`config.mk`:
```
export PLATFORM = sky130hd
export DESIGN_NAME = id_imm_stage
export DESIGN_NICKNAME = d
export VERILOG_FILES = /design/src/rtl/id_imm_stage_pkg.sv /design/src/rtl/id_imm_stage_ext.sv /design/src/rtl/id_imm_stage.sv
export SDC_FILE = /design/constraint.sdc
export NUM_CORES = 1
export LEC_CHECK = 0
export BUFFER_PORTS_ARGS = -buffer_cell sky130_fd_sc_hd__buf_4
export CORE_AREA = 2 2 163 165
export CTS_CLUSTER_DIAMETER = 200
export DETAILED_ROUTE_END_ITERATION = 16
export DIE_AREA = 0 0 165 167
export HOLD_SLACK_MARGIN = 0.02
export SLEW_MARGIN = 20
export SYNTH_ARGS = -nofsm -noshare
export SYNTH_HDL_FRONTEND = slang
export SYNTH_SLANG_ARGS = --single-unit
export TNS_END_PERCENT = 50
```
`constraint.sdc`:
```
create_clock -name cpu_clk -period 6.34 [get_ports cpu_clk]
set_input_delay 0.317 -clock cpu_clk [delete_from_list [all_inputs] [get_ports cpu_clk]]
set_output_delay 0.317 -clock cpu_clk [all_outputs]
set_load 0.1 [all_outputs]
```
`src/rtl/id_imm_stage_pkg.sv`:
```
// Shared decode constants, skid-buffer state encoding and the instruction
// classifier for the ID immediate stage.
package id_imm_stage_pkg;

  localparam logic [1:0] EXT_OP_NONE  = 2'b00;
  localparam logic [1:0] EXT_OP_IMM12 = 2'b01;
  localparam logic [1:0] EXT_OP_IMM16 = 2'b10;
  localparam logic [1:0] EXT_OP_IMM28 = 2'b11;

  localparam logic [9:0] OP10_ADDI_W = 10'b0000001010;
  localparam logic [9:0] OP10_SLTI   = 10'b0000001000;
  localparam logic [9:0] OP10_SLTUI  = 10'b0000001001;
  localparam logic [9:0] OP10_LD_B   = 10'b0010100000;
  localparam logic [9:0] OP10_LD_H   = 10'b0010100001;
  localparam logic [9:0] OP10_LD_W   = 10'b0010100010;
  localparam logic [9:0] OP10_LD_BU  = 10'b0010101000;
  localparam logic [9:0] OP10_LD_HU  = 10'b0010101001;
  localparam logic [9:0] OP10_ST_B   = 10'b0010100100;
  localparam logic [9:0] OP10_ST_H   = 10'b0010100101;
  localparam logic [9:0] OP10_ST_W   = 10'b0010100110;
  localparam logic [9:0] OP10_ANDI   = 10'b0000001101;
  localparam logic [9:0] OP10_ORI    = 10'b0000001110;
  localparam logic [9:0] OP10_XORI   = 10'b0000001111;

  localparam logic [5:0] OP6_JIRL = 6'b010011;
  localparam logic [5:0] OP6_BEQ  = 6'b010110;
  localparam logic [5:0] OP6_BNE  = 6'b010111;
  localparam logic [5:0] OP6_BLT  = 6'b011000;
  localparam logic [5:0] OP6_BGE  = 6'b011001;
  localparam logic [5:0] OP6_BLTU = 6'b011010;
  localparam logic [5:0] OP6_BGEU = 6'b011011;
  localparam logic [5:0] OP6_B    = 6'b010100;
  localparam logic [5:0] OP6_BL   = 6'b010101;

  typedef enum logic [1:0] {
    ST_EMPTY = 2'b00,
    ST_ONE   = 2'b01,
    ST_TWO   = 2'b10
  } skid_state_e;

  typedef struct packed {
    logic [1:0] ext_op;
    logic       is_zext;
  } dec_t;

  // Everything an EX consumer needs besides the PC, held per skid slot.
  typedef struct packed {
    logic [31:0] inst;
    logic [31:0] imm;
    logic [1:0]  ext_op;
    logic        is_zext;
  } payload_t;

  localparam payload_t PAYLOAD_RESET = '{
    inst:    32'h0000_0000,
    imm:     32'h0000_0000,
    ext_op:  EXT_OP_NONE,
    is_zext: 1'b0
  };

  // 10-bit major opcodes never start with a branch prefix, so the 6-bit
  // lookup only runs when the 10-bit table misses.
  function automatic dec_t decode_inst(input logic [31:0] inst);
    dec_t d;
    d.ext_op  = EXT_OP_NONE;
    d.is_zext = 1'b0;
    case (inst[31:22])
      OP10_ADDI_W, OP10_SLTI, OP10_SLTUI,
      OP10_LD_B, OP10_LD_H, OP10_LD_W, OP10_LD_BU, OP10_LD_HU,
      OP10_ST_B, OP10_ST_H, OP10_ST_W: begin
        d.ext_op = EXT_OP_IMM12;
      end
      OP10_ANDI, OP10_ORI, OP10_XORI: begin
        d.ext_op  = EXT_OP_IMM12;
        d.is_zext = 1'b1;
      end
      default: begin
        case (inst[31:26])
          OP6_JIRL, OP6_BEQ, OP6_BNE, OP6_BLT,
          OP6_BGE, OP6_BLTU, OP6_BGEU: d.ext_op = EXT_OP_IMM16;
          OP6_B, OP6_BL:               d.ext_op = EXT_OP_IMM28;
          default:                     d.ext_op = EXT_OP_NONE;
        endcase
      end
    endcase
    return d;
  endfunction

endpackage

```
`src/rtl/id_imm_stage_ext.sv`:
```
// Immediate-extension unit: builds the 32-bit immediate from the low 26
// instruction bits according to the decoded op.
module id_imm_stage_ext
  import id_imm_stage_pkg::*;
(
  input  logic [25:0] imm_field_i,
  input  logic [1:0]  ext_op_i,
  input  logic        is_zext_i,
  output logic [31:0] imm_o
);

  // Branch offsets are word offsets, hence the two appended zero bits.
  always_comb begin
    imm_o = 32'h0000_0000;
    case (ext_op_i)
      EXT_OP_IMM12: begin
        if (is_zext_i) begin
          imm_o = {20'h0_0000, imm_field_i[21:10]};
        end else begin
          imm_o = {{20{imm_field_i[21]}}, imm_field_i[21:10]};
        end
      end
      EXT_OP_IMM16: imm_o = {{14{imm_field_i[25]}}, imm_field_i[25:10], 2'b00};
      EXT_OP_IMM28: imm_o = {{4{imm_field_i[9]}}, imm_field_i[9:0],
                             imm_field_i[25:10], 2'b00};
      default:      imm_o = 32'h0000_0000;
    endcase
  end

endmodule

```
`src/rtl/id_imm_stage.sv`:
```
// ID-stage immediate controller: classifies the fetched instruction, extends
// its immediate and holds the result in a 2-entry skid buffer towards EX.
module id_imm_stage
  import id_imm_stage_pkg::*;
#(
  parameter int PC_W = 32
) (
  input  logic            cpu_clk,
  input  logic            cpu_rst,
  input  logic            in_valid,
  output logic            in_ready,
  input  logic [31:0]     in_inst,
  input  logic [PC_W-1:0] in_pc,
  input  logic            flush,
  output logic            out_valid,
  input  logic            out_ready,
  output logic [31:0]     out_inst,
  output logic [PC_W-1:0] out_pc,
  output logic [31:0]     out_imm,
  output logic [1:0]      out_ext_op,
  output logic            out_is_zext
);

  skid_state_e     state_q, state_d;
  logic            in_ready_q;
  payload_t        m_pay_q, s_pay_q;
  logic [PC_W-1:0] m_pc_q, s_pc_q;

  dec_t            dec;
  logic [31:0]     imm;
  payload_t        in_pay;
  logic            acc, pop;
  logic            load_m_in, load_s_in, load_m_s;

  assign dec = decode_inst(in_inst);

  id_imm_stage_ext u_ext (
    .imm_field_i (in_inst[25:0]),
    .ext_op_i    (dec.ext_op),
    .is_zext_i   (dec.is_zext),
    .imm_o       (imm)
  );

  assign in_pay = '{inst: in_inst, imm: imm, ext_op: dec.ext_op, is_zext: dec.is_zext};

  assign acc = in_valid & in_ready_q;
  assign pop = (state_q != ST_EMPTY) & out_ready;

  // State register; in_ready is registered from the next state so EX
  // back-pressure never reaches IF through a combinational path.
  always_ff @(posedge cpu_clk or posedge cpu_rst) begin
    if (cpu_rst) begin
      state_q    <= ST_EMPTY;
      in_ready_q <= 1'b1;
    end else begin
      state_q    <= state_d;
      in_ready_q <= (state_d != ST_TWO);
    end
  end

  // Next-state logic; flush overrides everything, a same-cycle pop is
  // simply consumed.
  always_comb begin
    state_d = state_q;
    if (flush) begin
      state_d = ST_EMPTY;
    end else begin
      case (state_q)
        ST_EMPTY: begin
          if (acc) state_d = ST_ONE;
          else     state_d = ST_EMPTY;
        end
        ST_ONE: begin
          if (acc && !pop)      state_d = ST_TWO;
          else if (!acc && pop) state_d = ST_EMPTY;
          else                  state_d = ST_ONE;
        end
        ST_TWO: begin
          if (pop) state_d = ST_ONE;
          else     state_d = ST_TWO;
        end
        default: state_d = ST_EMPTY;
      endcase
    end
  end

  // Datapath load strobes derived from the current state and handshakes.
  always_comb begin
    load_m_in = 1'b0;
    load_s_in = 1'b0;
    load_m_s  = 1'b0;
    if (flush) begin
      load_m_in = 1'b0;
    end else begin
      case (state_q)
        ST_EMPTY: load_m_in = acc;
        ST_ONE: begin
          load_m_in = acc & pop;
          load_s_in = acc & ~pop;
        end
        ST_TWO:   load_m_s = pop;
        default:  load_m_in = 1'b0;
      endcase
    end
  end

  // Main slot: drives out_* and is cleared by reset so an empty stage
  // presents a clean, all-zero NONE instruction.
  always_ff @(posedge cpu_clk or posedge cpu_rst) begin
    if (cpu_rst) begin
      m_pay_q <= PAYLOAD_RESET;
      m_pc_q  <= '0;
    end else if (load_m_in) begin
      m_pay_q <= in_pay;
      m_pc_q  <= in_pc;
    end else if (load_m_s) begin
      m_pay_q <= s_pay_q;
      m_pc_q  <= s_pc_q;
    end else begin
      m_pay_q <= m_pay_q;
      m_pc_q  <= m_pc_q;
    end
  end

  // Skid slot: only meaningful in ST_TWO, so it carries no reset.
  always_ff @(posedge cpu_clk) begin
    if (load_s_in) begin
      s_pay_q <= in_pay;
      s_pc_q  <= in_pc;
    end else begin
      s_pay_q <= s_pay_q;
      s_pc_q  <= s_pc_q;
    end
  end

  assign in_ready    = in_ready_q;
  assign out_valid   = (state_q != ST_EMPTY);
  assign out_inst    = m_pay_q.inst;
  assign out_pc      = m_pc_q;
  assign out_imm     = m_pay_q.imm;
  assign out_ext_op  = m_pay_q.ext_op;
  assign out_is_zext = m_pay_q.is_zext;

endmodule

```
==> run metrics <==
Area growth, synth to finish 27.9%; pin count of the biggest net entering global routing 97; worst skew pair latency 430 ps; synth top area cells edfxtp_1, dfrtp_1, o21ai_0; setup violators final 0; filler instances 2534; Rel. slew slack 0.333; required time worst endpoint 6680 ps; syn_nets 676; initial core utilization 0.297; number of port buffers 169; clk root buf clkbuf_16; Post-Syn Area 7660 um^2; Post-Route WL 19600 um; RSZ-0062 raised after global routing false; placed cell areas 9190 um^2; reg-to-reg slack, setup 2820 ps; Worst setup SP type flop; total power 0.00450 W; met2 WL 9130 um; crit path capture out_pc[29]; CTS buffer count 17; Post-Route Utilization 0.380; largest area contributor in the netlist edfxtp_1; Final HPWL DP 12500 um; DR WL/cell 17.9 um; Pins Over Slew Limit 0; P_sw 0.00214 W; met3 routed WL 1180 um; share of layout cells above drive strength 1 0.302; crit path max fanout 67; Syn Inst Count 605; clk buf depth 2; Crit Path Class reg2reg; DRC Markers 0; met1 WL 9060 um; vias in the first global route 5221; Die X 165 um; Final min period 3520 ps; ANT cells 0; ys flop type dfrtp_1; nets@finish 822; Critical R2R Launch state_q[1]; Clock power frac 0.239; FF-to-FF path depth 11; Max VDD drop 0.211 mV; first-pass GRT wire length 30200 um; Pre-antenna DRT Iters 5; vias per cell 4.86; sequential share of power 0.354; launch point of the worst path state_q[1]; CTS clk-pin slew, worst paths 80 ps; Post-Layout Inst Area 9790 um^2; Vias 5344; Least-Margin Pin Slew 996 ps; row cnt 59; CTS H-Tree Depth 4; post-placement cell count 1066; setup_tns 0 ps; Layout Skew 9.58 ps; CP Capture Type flop; final hold vios 0; GPL Wtd Cong 0.736; fmax 284 MHz; Yosys top cell area share 0.373; P_int 0.00236 W; Synth Warn # 0; Remaining Overflow, GRT 0; worst min-delay path class in2reg; post-CTS setup buffer count 0; antenna violations before repair 0; sw frac 0.475; uppermost layer routed met4; gr usage total 0.143; Routed Antenna Nets 0; sequential fraction of the synthesis area 0.693; status finished, final reports clean; number of enable flip-flop cells after synthesis 95; I/O pin count 170; PwrDens 460 nW/um^2; Hold Path Stages 1; CTS tree built; Syn Area/Cell 12.7 um^2; asr flop ratio synth 0.508; Reg-to-Reg End out_pc[29]; combinational share of power 0.407; synth unique cells 45; flops & latches, synth 193; fin cells 1099; CP arrival 3860 ps; die area 27600 um^2; Starting DRT DRC Count 304; Clock Sinks 193; Pleak 4.20 nW; final critical-path share of the clock period 0.555; Max Cap Violations 0; Die Ht 167 um; Core Footprint 25800 um^2
power groups by stage:
stage / logic (W) / registers (W) / clock network [W]
after floorplan: 0.000292 / 0.00275 / 0
after global placement: 0.00184 / 0.00162 / 0
after detailed placement: 0.00185 / 0.00162 / 0
after CTS: 0.00185 / 0.00160 / 0.00111
after global routing: 0.00191 / 0.00161 / 0.00116
final: 0.00183 / 0.00159 / 0.00108
Yosys cell counts, types with 5 or more instances:
cell       count
a211oi_1       5
a21o_1        26
a21oi_1        5
a22o_1        16
a2bb2oi_1      6
buf_2         18
buf_4          6
clkbuf_1      22
dfrtp_1       97
edfxtp_1      95
nand2_1       91
nor2_1         6
o21ai_0       86
o22ai_1       65
cells in the final DEF (no fill, tap or decap), types with 5 or more instances in the layout:
| cell | count |
|---|---|
| buf_4 | 175 |
| dfrtp_1 | 97 |
| edfxtp_1 | 95 |
| nand2_1 | 91 |
| o21ai_0 | 86 |
| o22ai_1 | 65 |
| a21o_1 | 25 |
| clkbuf_16 | 17 |
| a22o_1 | 16 |
| a2bb2oi_1 | 6 |
| a21oi_1 | 5 |
| nor2_1 | 5 |
| a211oi_1 | 5 |
what timing repair did:
item                                   4_1_cts  5_1_grt
hold buffers                                 1        0
gates resized for setup                      0        0
endpoints found under the hold margin       26        0
setup endpoints to repair                    0        0
metal layers:
layer  vias up  global-route usage
li1       2559                   -
met1      2611               0.200
met2       156               0.218
met3        18              0.0366
met4         0              0.0431
met5         -                   0
stage by stage:
stage	hold slack [ps]	setup slack, ps
6_report	71.5	2820
5_1_grt	44.3	2440
4_1_cts	48.5	2760
3_5_place_dp	320	2770
3_3_place_gp	325	2860
2_1_floorplan	392	367
registers in the layout, indices dropped and copies added, names as in the netlist:
signal and cells:
s_pay_q 63, out_inst 32, out_pc 32, s_pc_q 32, out_imm 28, out_ext_op 2
state_q 2, in_ready 1, out_is_zext 1
cell type report:
type                    count  area, um^2  area share
multi-input cells         360        2130       0.217
well taps                 335         419      0.0428
inverters                   2        10.0     0.00102
clock buffers              17         425      0.0434
flip-flops and latches    193        5310       0.542
repair buffers            177        1340       0.136
clock inverters            15         169      0.0172
how the worst min path moves through the flow:
| stage | from | end | slack, ps |
|---|---|---|---|
| finish | in_pc[31] | s_pc_q[31] | 70 |
| global route | in_pc[31] | s_pc_q[31] | 40 |
| CTS | in_pc[31] | s_pc_q[31] | 50 |
| detailed placement | cpu_rst | out_pc[5] | 320 |
| global placement | cpu_rst | out_pc[5] | 330 |
| floorplan | flush | state_q[1] | 390 |
kinds of logic after synthesis:
group / Yosys count / share of synthesized area
flip-flops: 193 / 0.693
AND/OR/NAND/NOR: 125 / 0.0729
AO/OA/AOI/OAI: 233 / 0.198
adder cells (fa/ha/maj): 2 / 0.00327
buffers and inverters: 52 / 0.0324
worst max-delay path, cell delays in order, from the launching register on:
cell	delay, ps
dfrtp_1	500
or2_2	180
nand2_1	70
inv_1	60
ha_1	140
nand2_1	60
a21o_2	210
buf_4	350
nor2_4	750
buf_4	660
o22ai_1	170
o21ai_0	190
(Power assumes the default switching activity.)
